<file path="src/rtl/mux_sel_scanner.sv">
`default_nettype none
// ============================================================================
// Module   : mux_sel_scanner
// Brief    : Round-robin 4:1 mux select scanner. Dwells on each channel,
//            samples the mux output, and delivers 4-bit frames over valid/ready.
// Revision : 1.0 - initial release
// ============================================================================
module mux_sel_scanner #(
    parameter int DWELL = 4,
    parameter int FCW   = 8
) (
    input  logic           clk,
    input  logic           rst,
    input  logic           en,
    input  logic           mux_in,
    output logic [1:0]     sel,
    output logic [3:0]     frame_data,
    output logic           frame_valid,
    input  logic           frame_ready,
    output logic [FCW-1:0] frame_cnt,
    output logic           busy
);

    localparam logic [1:0]     c_idle = 2'd0;
    localparam logic [1:0]     c_scan = 2'd1;
    localparam logic [1:0]     c_wait = 2'd2;
    localparam logic [7:0]     c_last = 8'(DWELL - 1);
    localparam logic [FCW-1:0] c_one  = FCW'(1);

    logic [1:0]     r_state;
    logic [1:0]     w_next;
    logic [7:0]     r_cnt;
    logic [1:0]     r_sel;
    logic [3:0]     r_buf;
    logic [3:0]     r_data;
    logic           r_valid;
    logic [FCW-1:0] r_fcnt;

    logic           w_dwell_end;
    logic           w_complete;
    logic           w_slot_free;
    logic           w_load_scan;
    logic           w_load_wait;
    logic           w_busy;

    // State register
    always_ff @(posedge clk) begin
        if (rst) begin
            r_state <= c_idle;
        end else begin
            r_state <= w_next;
        end
    end

    // Next-state logic
    always_comb begin
        w_next = r_state;
        case (r_state)
            c_idle: begin
                if (en) w_next = c_scan;
            end
            c_scan: begin
                if (w_complete) begin
                    if (w_slot_free) w_next = en ? c_scan : c_idle;
                    else             w_next = c_wait;
                end
            end
            c_wait: begin
                if (frame_ready) w_next = en ? c_scan : c_idle;
            end
            default: w_next = c_idle;
        endcase
    end

    // Output / strobe decode
    always_comb begin
        w_dwell_end = (r_state == c_scan) && (r_cnt == c_last);
        w_complete  = w_dwell_end && (r_sel == 2'd3);
        w_slot_free = !r_valid || frame_ready;
        w_load_scan = w_complete && w_slot_free;
        w_load_wait = (r_state == c_wait) && frame_ready;
        w_busy      = (r_state != c_idle);
    end

    // Scan datapath: dwell counter, select and sample buffer
    always_ff @(posedge clk) begin
        if (rst) begin
            r_cnt <= 8'd0;
            r_sel <= 2'd0;
            r_buf <= 4'd0;
        end else begin
            case (r_state)
                c_idle: begin
                    r_cnt <= 8'd0;
                    r_sel <= 2'd0;
                end
                c_scan: begin
                    if (w_dwell_end) begin
                        r_cnt        <= 8'd0;
                        r_buf[r_sel] <= mux_in;
                        // A blocked frame parks on channel 3 until the slot drains
                        if (r_sel != 2'd3)    r_sel <= r_sel + 2'd1;
                        else if (w_slot_free) r_sel <= 2'd0;
                    end else begin
                        r_cnt <= r_cnt + 8'd1;
                    end
                end
                c_wait: begin
                    if (frame_ready) r_sel <= 2'd0;
                end
                default: begin
                    r_cnt <= 8'd0;
                    r_sel <= 2'd0;
                end
            endcase
        end
    end

    // Output slot: a load always wins over a plain acceptance
    always_ff @(posedge clk) begin
        if (rst) begin
            r_data  <= 4'd0;
            r_valid <= 1'b0;
            r_fcnt  <= '0;
        end else if (w_load_scan) begin
            r_data  <= {mux_in, r_buf[2:0]};
            r_valid <= 1'b1;
            r_fcnt  <= r_fcnt + c_one;
        end else if (w_load_wait) begin
            r_data  <= r_buf;
            r_valid <= 1'b1;
            r_fcnt  <= r_fcnt + c_one;
        end else if (frame_ready) begin
            r_valid <= 1'b0;
        end
    end

    assign sel         = r_sel;
    assign frame_data  = r_data;
    assign frame_valid = r_valid;
    assign frame_cnt   = r_fcnt;
    assign busy        = w_busy;

endmodule
`default_nettype wire

</file>
<file path="config.mk">
export PLATFORM = sky130hd
export DESIGN_NAME = mux_sel_scanner
export DESIGN_NICKNAME = d
export VERILOG_FILES = /design/src/rtl/mux_sel_scanner.sv
export SDC_FILE = /design/constraint.sdc
export NUM_CORES = 1
export LEC_CHECK = 0
export CORE_MARGIN = 4
export CORE_UTILIZATION = 54
export CTS_CLUSTER_DIAMETER = 80
export DETAILED_ROUTE_END_ITERATION = 10
export PLACE_DENSITY = 0.81
export SYNTH_ARGS = -nofsm -noshare
export SYNTH_HDL_FRONTEND = slang
export SYNTH_SLANG_ARGS = --single-unit
export TNS_END_PERCENT = 100
</file>
<file path="constraint.sdc">
create_clock -name clk -period 4.6 [get_ports clk]
set_input_delay 0.69 -clock clk [delete_from_list [all_inputs] [get_ports clk]]
set_output_delay 0.69 -clock clk [all_outputs]
set_load 0.02 [all_outputs]
</file>
[After elaboration in Yosys (flattened, before gate mapping)]
Index checks and enable logic that the tools add are counted.
Storage, ports and cells
  bits of input ports: 5
  logic and storage cells: 59
  output and inout bits: 16
  bits in registers: 29
Operators by class
  mux-type cells: 23
  eq/ne operators: 10
  order comparisons: 2
  add/sub/neg operators: 3
  reduce and logical (&&, ||, !) cells: 14
Operator list (number)
  $mux 8: 3
  $add 8x1->8 const B: 2
  $mux 2: 8
  $pmux 8 s2: 1
  $ne 2x2->1 const B: 5
  $eq 8x2->1 const B: 1
  $mux 4: 2
  $pmux 2 s3: 1
  $reduce_and 3->1: 2
  $logic_and 1x1->1: 5
  $mux 1: 5
  $bwmux 4: 1
  $eq 2x2->1 const B: 2
  $pmux 2 s2: 1
  $reduce_bool 2->1: 2
  $lt 2x3->1 const B: 1
  $ne 3x2->1 const B: 1
  $reduce_bool 3->1: 1
  $add 2x1->2 const B: 1
  $demux 1 s2: 1
  $eq 2x1->1 const B: 1
  $ge 2x1->1 const B: 1
  $logic_not 2->1: 1
  $reduce_and 2->1: 1
  other kinds (2): 2

[Longest topological paths before layout]
  depth in word-level cells: 6
  gate-level depth with buffers: 7
  gate-level depth less buffers: 6

[Worst setup path after synthesis]
Ideal clock, no wire load.
  path kind: register to register
  start point: register r_cnt[0]
  end point: register r_fcnt[7] (netlist: frame_cnt[7])
  buffers on the path: 0
  library setup time: 0.070 ns
  data arrival time: 2.194 ns
  period minus slack after synthesis: 2.265 ns
  data required time: 4.530 ns
  setup slack: 2.335 ns
  cell stages (with the launch flop): 7
  path through: dfxtp_1 ha_1 or4b_4 nor3_4 a31oi_2 or4_1 a21oi_1
On the way
  word-level cells in the longest chain between the ends: 5
  elaborated cells on any way between the ends: 6
RTL lines
  from (decl): RTL line 32  | logic [7:0] r_cnt;
  from (signal assigned): RTL line 105  | r_cnt <= r_cnt + 8'd1;
  $eq 8x2->1 *: RTL line 77  | w_dwell_end = (r_state == c_scan) && (r_cnt == c_last);
  $logic_and 1x1->1 *: RTL line 77
  $logic_and 1x1->1 *: RTL line 78  | w_complete = w_dwell_end && (r_sel == 2'd3);
  $logic_and 1x1->1 *: RTL line 80  | w_load_scan = w_complete && w_slot_free;
  $mux 8 / $reduce_bool 2->1 (equally long branches)
  to (signal assigned): RTL line 128  | r_fcnt <= r_fcnt + c_one;
  to (signal assigned): RTL line 132  | r_fcnt <= r_fcnt + c_one;
  to (decl): RTL line 37  | logic [FCW-1:0] r_fcnt;
Every way passes the cells marked *; elsewhere a longest branch is shown, timed or not.
A chain may end at the register's enable or synchronous reset.

[Worst setup path in the final report]
Same ends and word-level chain as after synthesis.

==> key figures <==
Clock network
  – CTS hold repair buffers: 0
  – Clock Sinks: 29
  – Htree depth: 2
  – CTS tree: done
  – Clock Path Buffers: 2
  – # resized after CTS: 0
  – Clock Pin Slew Worst Setup and Hold Paths: ~0.1 ns
  – Total CTS buffers: 5
  – Insertion delay to the later sink of the worst-skew pair: 0.34 ns
  – Root Driver: clkbuf_4
  – Setup bufs post-CTS: 0

GRT
  – First-pass GRT wire length: about 5300 µm
  – Vias in the first global route: between 1,000 and 1,500
  – Initial antenna violation count: 0
  – Routing usage on met3: 8.55%
  – Largest net degree at the start of global routing: 31
  – Met2 Track Usage GR: 35.4%
  – GRT overflow: 0
  – Met1 usage: a little over a fifth
  – GRT Overall Usage: 20.7%
  – GRT Max-Usage Layer: met2

Setup path
  – CP max FO: 15
  – Flop2flop setup slack: 1.98 ns
  – R2R cell count: 6
  – CP required: 4.86 ns
  – Crit Reg-Reg Endpoint: frame_cnt[7]
  – Setup crit start kind: flip-flop
  – Origin of the worst setup path: r_cnt[0]
  – RR Startpoint: r_cnt[0]
  – WP data arrival: around 2.9 ns
  – CP Class: flip-flop to flip-flop
  – Worst Setup End Kind: flip-flop
  – Critical path endpoint: frame_cnt[7]

Synth
  – Yosys top cell by area: dfxtp_1
  – Seq/Total Area, Yosys: 42.0%
  – Syn Inst Count: ~160
  – Commonest cells post-synth: dfxtp_1 (29), nand2_1 (23), a21oi_1 (20)
  – Synth top area cells: dfxtp_1 (42%), a21oi_1 (7.2%), nand2_1 (6.3%)
  – Synthesized Nets: 174
  – Ys async rst share: 0%
  – FF+latch count, synth: 29
  – Yosys cell types: 33
  – Top_reg_cell synth: dfxtp_1
  – Post-synth EDFFs: 0
  – Top-area cell type share of the netlist area: between 40% and 50%
  – Synthesized cell area: 0.00138 mm²
  – Mean Syn Cell Area: approximately 8.5 µm²
  – Synth warn: 0
  – Top-count cell post-synth: dfxtp_1

Route
  – Via Count: between 1,000 and 1,500
  – DR WL/cell: 14.8 µm
  – Final ANT Viol Nets: 0
  – Final wirelength: 3190 µm
  – # DRC: 0
  – 1st-pass router iterations: 4
  – DR vias/cell: between 5 and 6
  – Initial DRC Count: 49

Floorplanning
  – Chip Height: around 59 µm
  – Initial Utilization: 56.3%
  – Core Area: 0.00245 mm²
  – Chip Width: roughly 59 µm
  – Ports: 21
  – Die area: 0.00343 mm²
  – Num rows: 18

Cells and area
  – Nets: 196
  – Fin cells: approximately 220
  – N_diodes: 0
  – Utilization after layout: 68.7%
  – Design area: around 0.0017 mm²
  – Syn-to-layout area delta: 22.0%
  – Layout cells sized above 1: slightly above 8%

Timing
  – Fin. max-slew vios: 0
  – Setup_tns: 0 ns
  – Least-Margin Pin Slew: 1.01 ns
  – Rel. slew slack: 32.7%
  – Fin crit share: 56.9%
  – Layout Skew: around 0.015 ns
  – Final Hold Fails: 0
  – Final min period: 2.62 ns
  – RSZ-0062 raised after global routing: no
  – Setup-failing EPs final: 0
  – Highest Clock Rate: approximately 380 MHz

Power and ir drop
  – P_int: 0.395 mW
  – Peak VDD IR: approximately 0.00024 V
  – Clock power frac: 43.3%
  – Net switching power: 0.110 mW
  – Power share of the sequential group: 50.8%
  – Leak: 0.581 nW
  – Pwr/cell area: 300 mW/mm²
  – Sw frac: 21.8%
  – Gate power share: 6.0%

Placement
  – # port buffers: 20
  – DP Cell Count: 208
  – Placer Congestion: 0.798
  – Detailed-placement wirelength estimate: about 2300 µm
  – Cell Area, Placed: approximately 0.0016 mm²

Run status
  – Outcome: complete, no violations

Job
  – Max_cap viols: 0

Min path
  – Worst hold path class: flip-flop to flip-flop
worst max-delay path, cell delays in order, from the launching register on:
cell	delay, ns
dfxtp_1	0.37
ha_1	0.27
or4b_4	0.51
nor3_4	0.38
a31oi_2	0.31
or4_1	0.57
a21oi_1	0.15
cell type report:
cell class | instances | area, µm²
sequential | 29 | 581
timing repair buffer | 20 | 200
inverter | 6 | 22.5
tap | 30 | 37.5
clock inverter | 1 | 30.0
clock buffer | 7 | 55.1
multi-input combinational | 123 | 759
fill | 203 | 769
cells by family (layout without fill, tap and decap cells):
group | after synthesis | after routing | synth area share, %
AO/OA/AOI/OAI | 44 | 44 | 19.9
XOR/XNOR | 2 | 2 | 1.27
adder cells (fa/ha/maj) | 6 | 6 | 5.43
buffers and inverters | 11 | 34 | 2.99
flip-flops | 29 | 29 | 42.0
multiplexers | 4 | 4 | 2.99
AND/OR/NAND/NOR | 67 | 67 | 25.4
metrics by stage:
step	power (mW)	hold slack (ns)	setup WS (ns)
2_1_floorplan	0.281	0.437	2.34
3_3_place_gp	0.291	0.445	2.08
3_5_place_dp	0.292	0.448	1.99
4_1_cts	0.512	0.460	1.98
5_1_grt	0.526	0.480	1.75
6_report	0.506	0.459	1.98
state kept, by name (all words and copies together), names as in the netlist:
register and flops:
frame_data 4, frame_cnt 8, frame_valid 1, r_cnt 8, sel 2, r_buf 4, r_state 2
layout by cell type, fill, tap and decap left out, drive strengths merged, types with 2 or more instances in the layout:
| cell type | synthesis | final |
|---|---|---|
| xnor2 | 2 | 2 |
| a21oi | 20 | 20 |
| clkdlybuf4s50 | 0 | 20 |
| a311oi | 3 | 3 |
| nand2b | 3 | 3 |
| nor2b | 2 | 2 |
| nand3 | 11 | 11 |
| mux2i | 3 | 3 |
| or3 | 4 | 4 |
| nor4 | 2 | 2 |
| ha | 6 | 6 |
| and3 | 3 | 3 |
| nand4b | 2 | 2 |
| o31ai | 2 | 2 |
| a22oi | 2 | 2 |
| nor2 | 10 | 10 |
| o21ai | 9 | 9 |
| clkbuf | 5 | 7 |
| o21ba | 2 | 2 |
| a41oi | 2 | 2 |
| nand2 | 23 | 23 |
| dfxtp | 29 | 29 |
| inv | 6 | 6 |
| nor3b | 2 | 2 |
power groups by stage:
stage / clock (mW) / combinational (mW) / sequential (mW)
after floorplan: 0 / 0.0182 / 0.263
after global placement: 0 / 0.0291 / 0.262
after detailed placement: 0 / 0.0300 / 0.262
after CTS: 0.225 / 0.0303 / 0.257
after global routing: 0.235 / 0.0329 / 0.257
final: 0.219 / 0.0301 / 0.257
how the worst min path moves through the flow:
stage	start	end	slack [ns]	cells past startpoint
after CTS	frame_data[0]	frame_data[0]	0.46	2
final	frame_data[0]	frame_data[0]	0.46	2
after global placement	frame_data[0]	frame_data[0]	0.45	2
after floorplan	r_buf[0]	frame_data[0]	0.44	2
after detailed placement	frame_data[0]	frame_data[0]	0.45	2
after global routing	frame_data[0]	frame_data[0]	0.48	2
routing by layer:
metal | vias up | wire length [µm]
li1 | 632 | -
met2 | 38 | 1630
met1 | 611 | 1290
met5 | - | 0
met3 | 4 | 219
met4 | 0 | 56
Note: power is estimated with default switching activity, not from simulation.
